File: config.mk
export PLATFORM = sky130hd
export DESIGN_NAME = neo_sample_sequencer
export DESIGN_NICKNAME = d
export VERILOG_FILES = /design/src/rtl/neo_sample_sequencer.sv
export SDC_FILE = /design/constraint.sdc
export NUM_CORES = 1
export LEC_CHECK = 0
export CAP_MARGIN = 25
export CORE_UTILIZATION = 50
export DETAILED_ROUTE_END_ITERATION = 8
export GPL_ROUTABILITY_DRIVEN = 0
export MAX_ROUTING_LAYER = met4
export PLACE_DENSITY = 0.81
export SETUP_SLACK_MARGIN = 0.02
export SYNTH_ARGS = -nofsm -noshare
export SYNTH_HDL_FRONTEND = slang
export SYNTH_SLANG_ARGS = --single-unit
File: constraint.sdc
create_clock -name i_clk -period 2.32 [get_ports i_clk]
set_clock_uncertainty 0.1 [all_clocks]
set_input_delay 0.464 -clock i_clk [delete_from_list [all_inputs] [get_ports i_clk]]
set_output_delay 0.464 -clock i_clk [all_outputs]
set_load 0.01 [all_outputs]
File: src/rtl/neo_sample_sequencer.sv
// neo_sample_sequencer: fetches samples from a synchronous memory and presents x[n-1], x[n], x[n+1] windows.
//
// Ports:
//   i_clk        rising-edge clock
//   i_reset      asynchronous active-high reset
//   i_start      one-cycle pass request, accepted only in IDLE
//   i_len        pass length in samples, latched on an accepted start
//   o_raddr      registered read address to the sample memory
//   i_rdata      memory read data, valid one cycle after o_raddr
//   o_x_prev     window sample x[n-1]
//   o_x_cur      window sample x[n]
//   o_x_next     window sample x[n+1]
//   o_win_valid  window valid (EMIT state)
//   i_win_ready  downstream accepts the window
//   o_busy       state is not IDLE
//   o_done       one-cycle pulse at the end of a pass
//   o_err        latched length was < 3 or > M; held until the next accepted start
//   i_abort      only when NEO_SEQ_ABORT_EN is defined: return to IDLE without done
//
// Optional feature macro: NEO_SEQ_ABORT_EN
module neo_sample_sequencer #(
    parameter int N = 8,
    parameter int M = 16
) (
    input  logic                    i_clk,
    input  logic                    i_reset,
    input  logic                    i_start,
    input  logic [$clog2(M):0]      i_len,
    output logic [$clog2(M):0]      o_raddr,
    input  logic signed [N-1:0]     i_rdata,
    output logic signed [N-1:0]     o_x_prev,
    output logic signed [N-1:0]     o_x_cur,
    output logic signed [N-1:0]     o_x_next,
    output logic                    o_win_valid,
    input  logic                    i_win_ready,
    output logic                    o_busy,
    output logic                    o_done,
`ifdef NEO_SEQ_ABORT_EN
    input  logic                    i_abort,
`endif
    output logic                    o_err
);
    localparam int AW = $clog2(M) + 1;
    localparam logic [2:0] S_IDLE    = 3'd0;
    localparam logic [2:0] S_FETCH   = 3'd1;
    localparam logic [2:0] S_CAPTURE = 3'd2;
    localparam logic [2:0] S_EMIT    = 3'd3;
    localparam logic [2:0] S_DONE    = 3'd4;
    logic [2:0]          r_state;
    logic [AW-1:0]       r_len;
    logic [AW-1:0]       r_addr;
    logic [AW-1:0]       r_raddr;
    logic [1:0]          r_fill;
    logic                r_err;
    logic signed [N-1:0] r_x_prev;
    logic signed [N-1:0] r_x_cur;
    logic signed [N-1:0] r_x_next;
    logic                w_abort;
    logic                w_len_bad;
    logic [AW-1:0]       w_addr_inc;
    logic [1:0]          w_fill_inc;
`ifdef NEO_SEQ_ABORT_EN
    assign w_abort = i_abort && (r_state != S_IDLE);
`else
    assign w_abort = 1'b0;
`endif
    assign w_len_bad  = (i_len < AW'(3)) || (i_len > AW'(M));
    assign w_addr_inc = r_addr + AW'(1);
    // fill counts captured samples and saturates once a full window is held
    assign w_fill_inc = (r_fill == 2'd3) ? 2'd3 : r_fill + 2'd1;
    always_ff @(posedge i_clk or posedge i_reset) begin
        if (i_reset) begin
            r_state  <= S_IDLE;
            r_len    <= '0;
            r_addr   <= '0;
            r_raddr  <= '0;
            r_fill   <= '0;
            r_err    <= 1'b0;
            r_x_prev <= '0;
            r_x_cur  <= '0;
            r_x_next <= '0;
        end else if (w_abort) begin
            r_state <= S_IDLE;
            r_fill  <= '0;
            r_raddr <= '0;
        end else begin
            case (r_state)
                S_IDLE: begin
                    if (i_start) begin
                        r_len   <= i_len;
                        r_addr  <= '0;
                        r_fill  <= '0;
                        r_raddr <= '0;
                        r_err   <= w_len_bad;
                        r_state <= w_len_bad ? S_DONE : S_FETCH;
                    end
                end
                S_FETCH: r_state <= S_CAPTURE;
                S_CAPTURE: begin
                    r_x_prev <= r_x_cur;
                    r_x_cur  <= r_x_next;
                    r_x_next <= i_rdata;
                    r_addr   <= w_addr_inc;
                    r_fill   <= w_fill_inc;
                    if (w_fill_inc == 2'd3) begin
                        r_state <= S_EMIT;
                    end else if (w_addr_inc == r_len) begin
                        r_state <= S_DONE;
                        r_raddr <= '0;
                    end else begin
                        r_state <= S_FETCH;
                        r_raddr <= w_addr_inc;
                    end
                end
                S_EMIT: begin
                    // the window registers and read address stay frozen until the transfer
                    if (i_win_ready) begin
                        r_state <= (r_addr == r_len) ? S_DONE : S_FETCH;
                        r_raddr <= (r_addr == r_len) ? '0 : r_addr;
                    end
                end
                S_DONE:  r_state <= S_IDLE;
                default: r_state <= S_IDLE;
            endcase
        end
    end
    assign o_raddr     = r_raddr;
    assign o_x_prev    = r_x_prev;
    assign o_x_cur     = r_x_cur;
    assign o_x_next    = r_x_next;
    assign o_win_valid = (r_state == S_EMIT);
    assign o_busy      = (r_state != S_IDLE);
    assign o_done      = (r_state == S_DONE);
    assign o_err       = r_err;
endmodule

# After elaboration in Yosys (flattened, before gate mapping)

Cells that the tools add are included.

Bits of input ports: 17
Register bits: 45

Equal/unequal tests: 11
Add/subtract/negate cells: 2
Reduce and logical (&&, ||, !) cells: 9
$lt $le $gt $ge: 2
Muxes and demuxes: 17

Operators with widths:

| kind                                                       | number |
|---|---|
| two-way mux 5 bit                                          | 5 |
| two-way mux 3 bit                                          | 6 |
| case mux 5 bit (3 select lines)                            | 1 |
| case mux 3 bit (4 select lines)                            | 1 |
| == test 5 bit                                              | 2 |
| case mux 5 bit (2 select lines)                            | 1 |
| == test 3 x 2 -> 1 bit, second input constant              | 2 |
| AND reduction 2 bit                                        | 3 |
| nonzero test 3 bit                                         | 2 |
| adder 5 x 1 -> 5 bit, second input constant                | 1 |
| > comparator 5 bit, second input constant                  | 1 |
| less-than comparator 5 x 2 -> 1 bit, second input constant | 1 |
| == test 2 bit, second input constant                       | 2 |
| two-way mux 2 bit                                          | 2 |
| inequality test 2 bit, second input constant               | 2 |
| case mux 2 bit (2 select lines)                            | 1 |
| AND reduction 4 bit                                        | 1 |
| == test 3 x 1 -> 1 bit, second input constant              | 1 |
| == test 3 bit, second input constant                       | 1 |
| zero test 3 bit                                            | 1 |
| adder 2 x 1 -> 2 bit, second input constant                | 1 |
| inequality test 2 x 1 -> 1 bit, second input constant      | 1 |
| nonzero test 2 bit                                         | 1 |
| logical OR 1 bit                                           | 1 |

# Logic depth before layout (Yosys ltp)

Gate-level depths: netlist of run 1.

Depth in word-level cells: 5
Depth in mapped cells: 7
Mapped depth without buffers: 6

# Least setup slack after synthesis of run 1

Ideal clock, no wire load.

Path kind: reg2reg
From: register r_addr[0]
To: register r_raddr[3], in the netlist o_raddr[3]
Period minus slack after synthesis: 1,930 ps
Path buffers: 1
Required time: 2,082 ps
Path slack: 390 ps
Data arrival time: 1,692 ps
Cell stages (with the launch flop): 8
Cells stage by stage: dfrtp_1 ha_1 buf_4 xnor2_1 a221oi_2 nor3_1 o31ai_1 o311ai_1

Word-level cells in the longest chain between the ends: 5
Elaborated cells on any way between the ends: 8
Those cells by class: 1 x add/sub; 2 x eq/ne; 5 x mux

Ends and longest elaborated chain:

| what                              | RTL line | text |
|---|---|---|
| start, declared                   | 51       | `logic [AW-1:0] r_addr;` |
| start signal, assigned            | 103      | `r_addr <= w_addr_inc;` |
| adder 5 x 1 -> 5 bit              | 68       | `assign w_addr_inc = r_addr + AW'(1);` |
| == test 5 bit                     | 107      | `end else if (w_addr_inc == r_len) begin` |
| two-way mux 5 bit                 | 107      |  |
| two-way mux 5 bit                 | 105      | `if (w_fill_inc == 2'd3) begin` |
| case mux 5 bit (3 select lines) * | 87       | `case (r_state)` |
| end signal, assigned              | 112      | `r_raddr <= w_addr_inc;` |
| end signal, assigned              | 119      | `r_raddr <= (r_addr == r_len) ? '0 : r_addr;` |
| end, declared                     | 52       | `logic [AW-1:0] r_raddr;` |

Every way passes the cells marked *; elsewhere a longest branch is shown, timed or not. The select of a mux whose other input is x is not followed.
A chain may end at the register's enable or synchronous reset.

# Worst setup path in the final report of run 1

From: register r_state[2]
To: output port o_done

Word-level cells in the longest chain between the ends: 1

Ends and longest elaborated chain:

| what                   | RTL line | text |
|---|---|---|
| start, declared        | 49       | `logic [2:0] r_state;` |
| start signal, assigned | 95       | `r_state <= w_len_bad ? S_DONE : S_FETCH;` |
| start signal, assigned | 118      | `r_state <= (r_addr == r_len) ? S_DONE : S_FETCH;` |
| == test 3 bit          | 133      | `assign o_done = (r_state == S_DONE);` |
| end, declared          | 37       | `output logic o_done,` |

No other way between the ends.

==> flow_summary.yaml, run 1 <==
final_layout:
  drive_gt1_share_pct: 12.0
  final_common_cell: "nand2_1"
  fin_util_pct: 68.9
  layout_common_cells: "nand2_1 (85), clkdlybuf4s50_1 (49), dfrtp_1 (42)"
  n_antenna_cell: 0
  fillers: 301
  fin_nets: 301
  area_growth_pct: 29.5
  final_area_sq_mm: 0.00284
global_routing:
  track_usage_pct: 22.5
  grt_max_degree: 46
  antenna_found_initial: 0
  grt-ovfl-total: 0
  grt_pass1_vias: 1536
  use_met2_pct: 31.9
  grt.met3_usage_pct: 4.33
  grtUsageMet1_pct: 31.8
  grt-busiest-layer: "met2"
  grt_first_pass_wirelength_um: 7450
drt:
  num_vias: 1760
  ant_nets: 0
  drt_iter0_markers: 196
  drc: 0
  drt_pre_antenna_iters: 5
  wl_um: 4590
  wire_per_inst_um: 13.8
  via_per_inst: 5.27
timing:
  drv_slew: 0
  fin_ws_ps: 84.4
  finalSetupTns_ps: 0
  post-route-period-util_pct: 96.4
  hold_slack_ps: 378
  fin_crit_ps: 2240
  finalHoldViolCount: 0
  tightest_slew_ps: 556
  slew_headroom_pct: 63.0
  setup_viol: 0
  fmax_mhz: 447
  rsz0062_at_grt: "no"
clock_tree:
  clock_latency_ps: 290
  cts.sinks: 45
  cts_buffers: 5
  postCtsSetupBuffers: 0
  clk_pin_slew_ps: 80
  clockBufferDepth: 2
  root_buffer: "clkbuf_8"
  h-tree-depth: 2
  tritoncts: "yes"
  cts.hold.buffers_added: 0
synthesis:
  synth_area_sq_mm: 0.00219
  yosysUniqueCellTypes: 44
  yosysTopAreaCellShare_pct: 51.4
  synth-seq-cells: 45
  syn_area_per_cell_sq_um: 9.40
  synth_fp_nets: 251
  yosys.area.top_type: "dfrtp_1"
  ys_seq_area_share_pct: 51.4
  yosysWarnings: 0
  synth_cells: 233
  synth_area_leaders: "dfrtp_1 (51%), nand2_1 (15%), mux2_2 (2.6%)"
setup_path:
  worst_setup_path_end_kind: "primary output"
  cp.required_ps: 1760
  start_kind: "flop"
  worst-setup-path-type: "flop to primary output"
  rr_worst_depth: 6
  arrival_ps: 1670
  cp_max_fo: 7
floorplanning:
  die_h_um: 68.2
  fp.coreArea_sq_mm: 0.00412
  die-area_sq_mm: 0.00465
  start_util_pct: 53.2
  io_pins: 50
  die_x_um: 68.2
  rows: 23
placed_design:
  dpl_cell_area_sq_mm: 0.00272
  hpwl_um: 3180
  portBuffers: 49
  place_ws_ps: 247
power:
  peakVddDrop_mv: 0.907
  power_density_mw_per_mm2: 1320
  p_leak_nw: 1.29
min_path:
  hold_depth: 2
  holdCritPathClass: "flop to flop"
job:
  drv_cap: 0
status:
  status: "complete, no violations"
-- power by group --
group	internal [mW]	switching [mW]	leakage (nW)
Combinational	0.865	0.893	0.657
Sequential	1.10	0.297	0.573
Clock	0.324	0.267	0.0554
-- cell usage after synthesis --
cell type	number
nand2_1	85
clkbuf_1	3
xnor2_1	2
o2bb2ai_1	1
a211oi_1	2
mux2_1	1
inv_2	1
a21oi_1	6
and2_1	2
and3b_1	1
xnor2_2	3
o21ba_1	1
o21ai_0	9
nand2b_1	1
o211ai_1	2
nor3_1	6
a31oi_1	1
inv_1	5
buf_6	2
nor3b_2	2
nand4_1	1
o31ai_1	4
a22o_1	1
buf_4	1
nor4_1	2
a221oi_2	2
nor2_1	4
xor2_1	3
and4bb_1	1
nand3_1	9
mux2_2	5
dfrtp_1	45
nand3b_1	1
o221a_1	1
nor4b_2	1
nand2_2	1
nor3_2	2
buf_2	5
ha_1	1
o311ai_1	1
a22oi_1	2
o21ai_2	1
o21ai_1	2
a21oi_2	1
-- through the flow --
step | power (mW) | cells
3_3_place_gp | 3.11 | 326
2_1_floorplan | 2.38 | 233
5_1_grt | 4.03 | 334
6_report | 3.75 | 334
4_1_cts | 3.77 | 334
3_5_place_dp | 3.16 | 326
-- what timing repair did --
item | 4_1_cts | 5_1_grt
gates cloned | 0 | 0
setup endpoints to repair | 1 | 2
resized for setup | 1 | 2
hold endpoints to repair | 0 | 0
-- sequential cells by signal, summed over array words and instances, names as in the netlist --
signal	flops
r_addr	5
o_x_cur	8
r_fill	2
r_len	5
o_x_next	8
o_err	1
o_x_prev	8
o_raddr	5
r_state	3
-- cells by family after synthesis --
kind of cell	count (synthesis)	synth area share, %
simple gates	119	24.7
fa+ha+maj	1	0.571
xor+xnor	8	4.23
compound gates	37	11.9
buf+inv	17	4.05
mux	6	3.08
flops	45	51.4
-- metal layers --
metal | vias to the layer above | share of wire (%) | routed length, um
li1 | 888 | - | -
met1 | 823 | 48 | 2200
met2 | 47 | 47 | 2170
met3 | 2 | 4.1 | 187
met4 | 0 | 0.67 | 31
met5 | - | 0 | 0
-- worst max-delay path: stages (launching register included) --
cell,delay [ps]
dfrtp_2,470
inv_2,60
nor3_1,260
clkdlybuf4s50_1,590
-- path summary, 6_finish.rpt --
path	from	endpoint	slack [ps]
max in group asynchronous	i_reset	r_state[2]	1210
min	o_x_prev[2]	o_x_prev[2]	380
max reg2reg	r_addr[1]	o_raddr[3]	290
min in group asynchronous	i_reset	r_addr[4]	500
min reg2reg	o_x_prev[2]	o_x_prev[2]	380
max	r_state[2]	o_done	80
-- cell type report --
cell class                      instances  area (sq um)  area share [%]
Clock inverter                          2          38.8            1.37
Multi-Input combinational cell        171           982            34.6
Inverter                                6          22.5           0.794
Timing Repair Buffer                   54           528            18.6
Clock buffer                            6          72.6            2.56
Sequential cell                        45          1130            39.8
Tap cell                               50          62.6            2.21
(Power assumes the default switching activity.)
==> run 2, diff against run 1 <==
--- a/config.mk
+++ b/config.mk
@@ -7,6 +7,7 @@
 export LEC_CHECK = 0
 export CAP_MARGIN = 25
 export CORE_UTILIZATION = 50
+export CTS_CLUSTER_DIAMETER = 50
 export DETAILED_ROUTE_END_ITERATION = 8
 export GPL_ROUTABILITY_DRIVEN = 0
 export MAX_ROUTING_LAYER = met4
==> results of run 2 <==
Same layout as run 1: the final DEF is identical, and so are final timing and power.
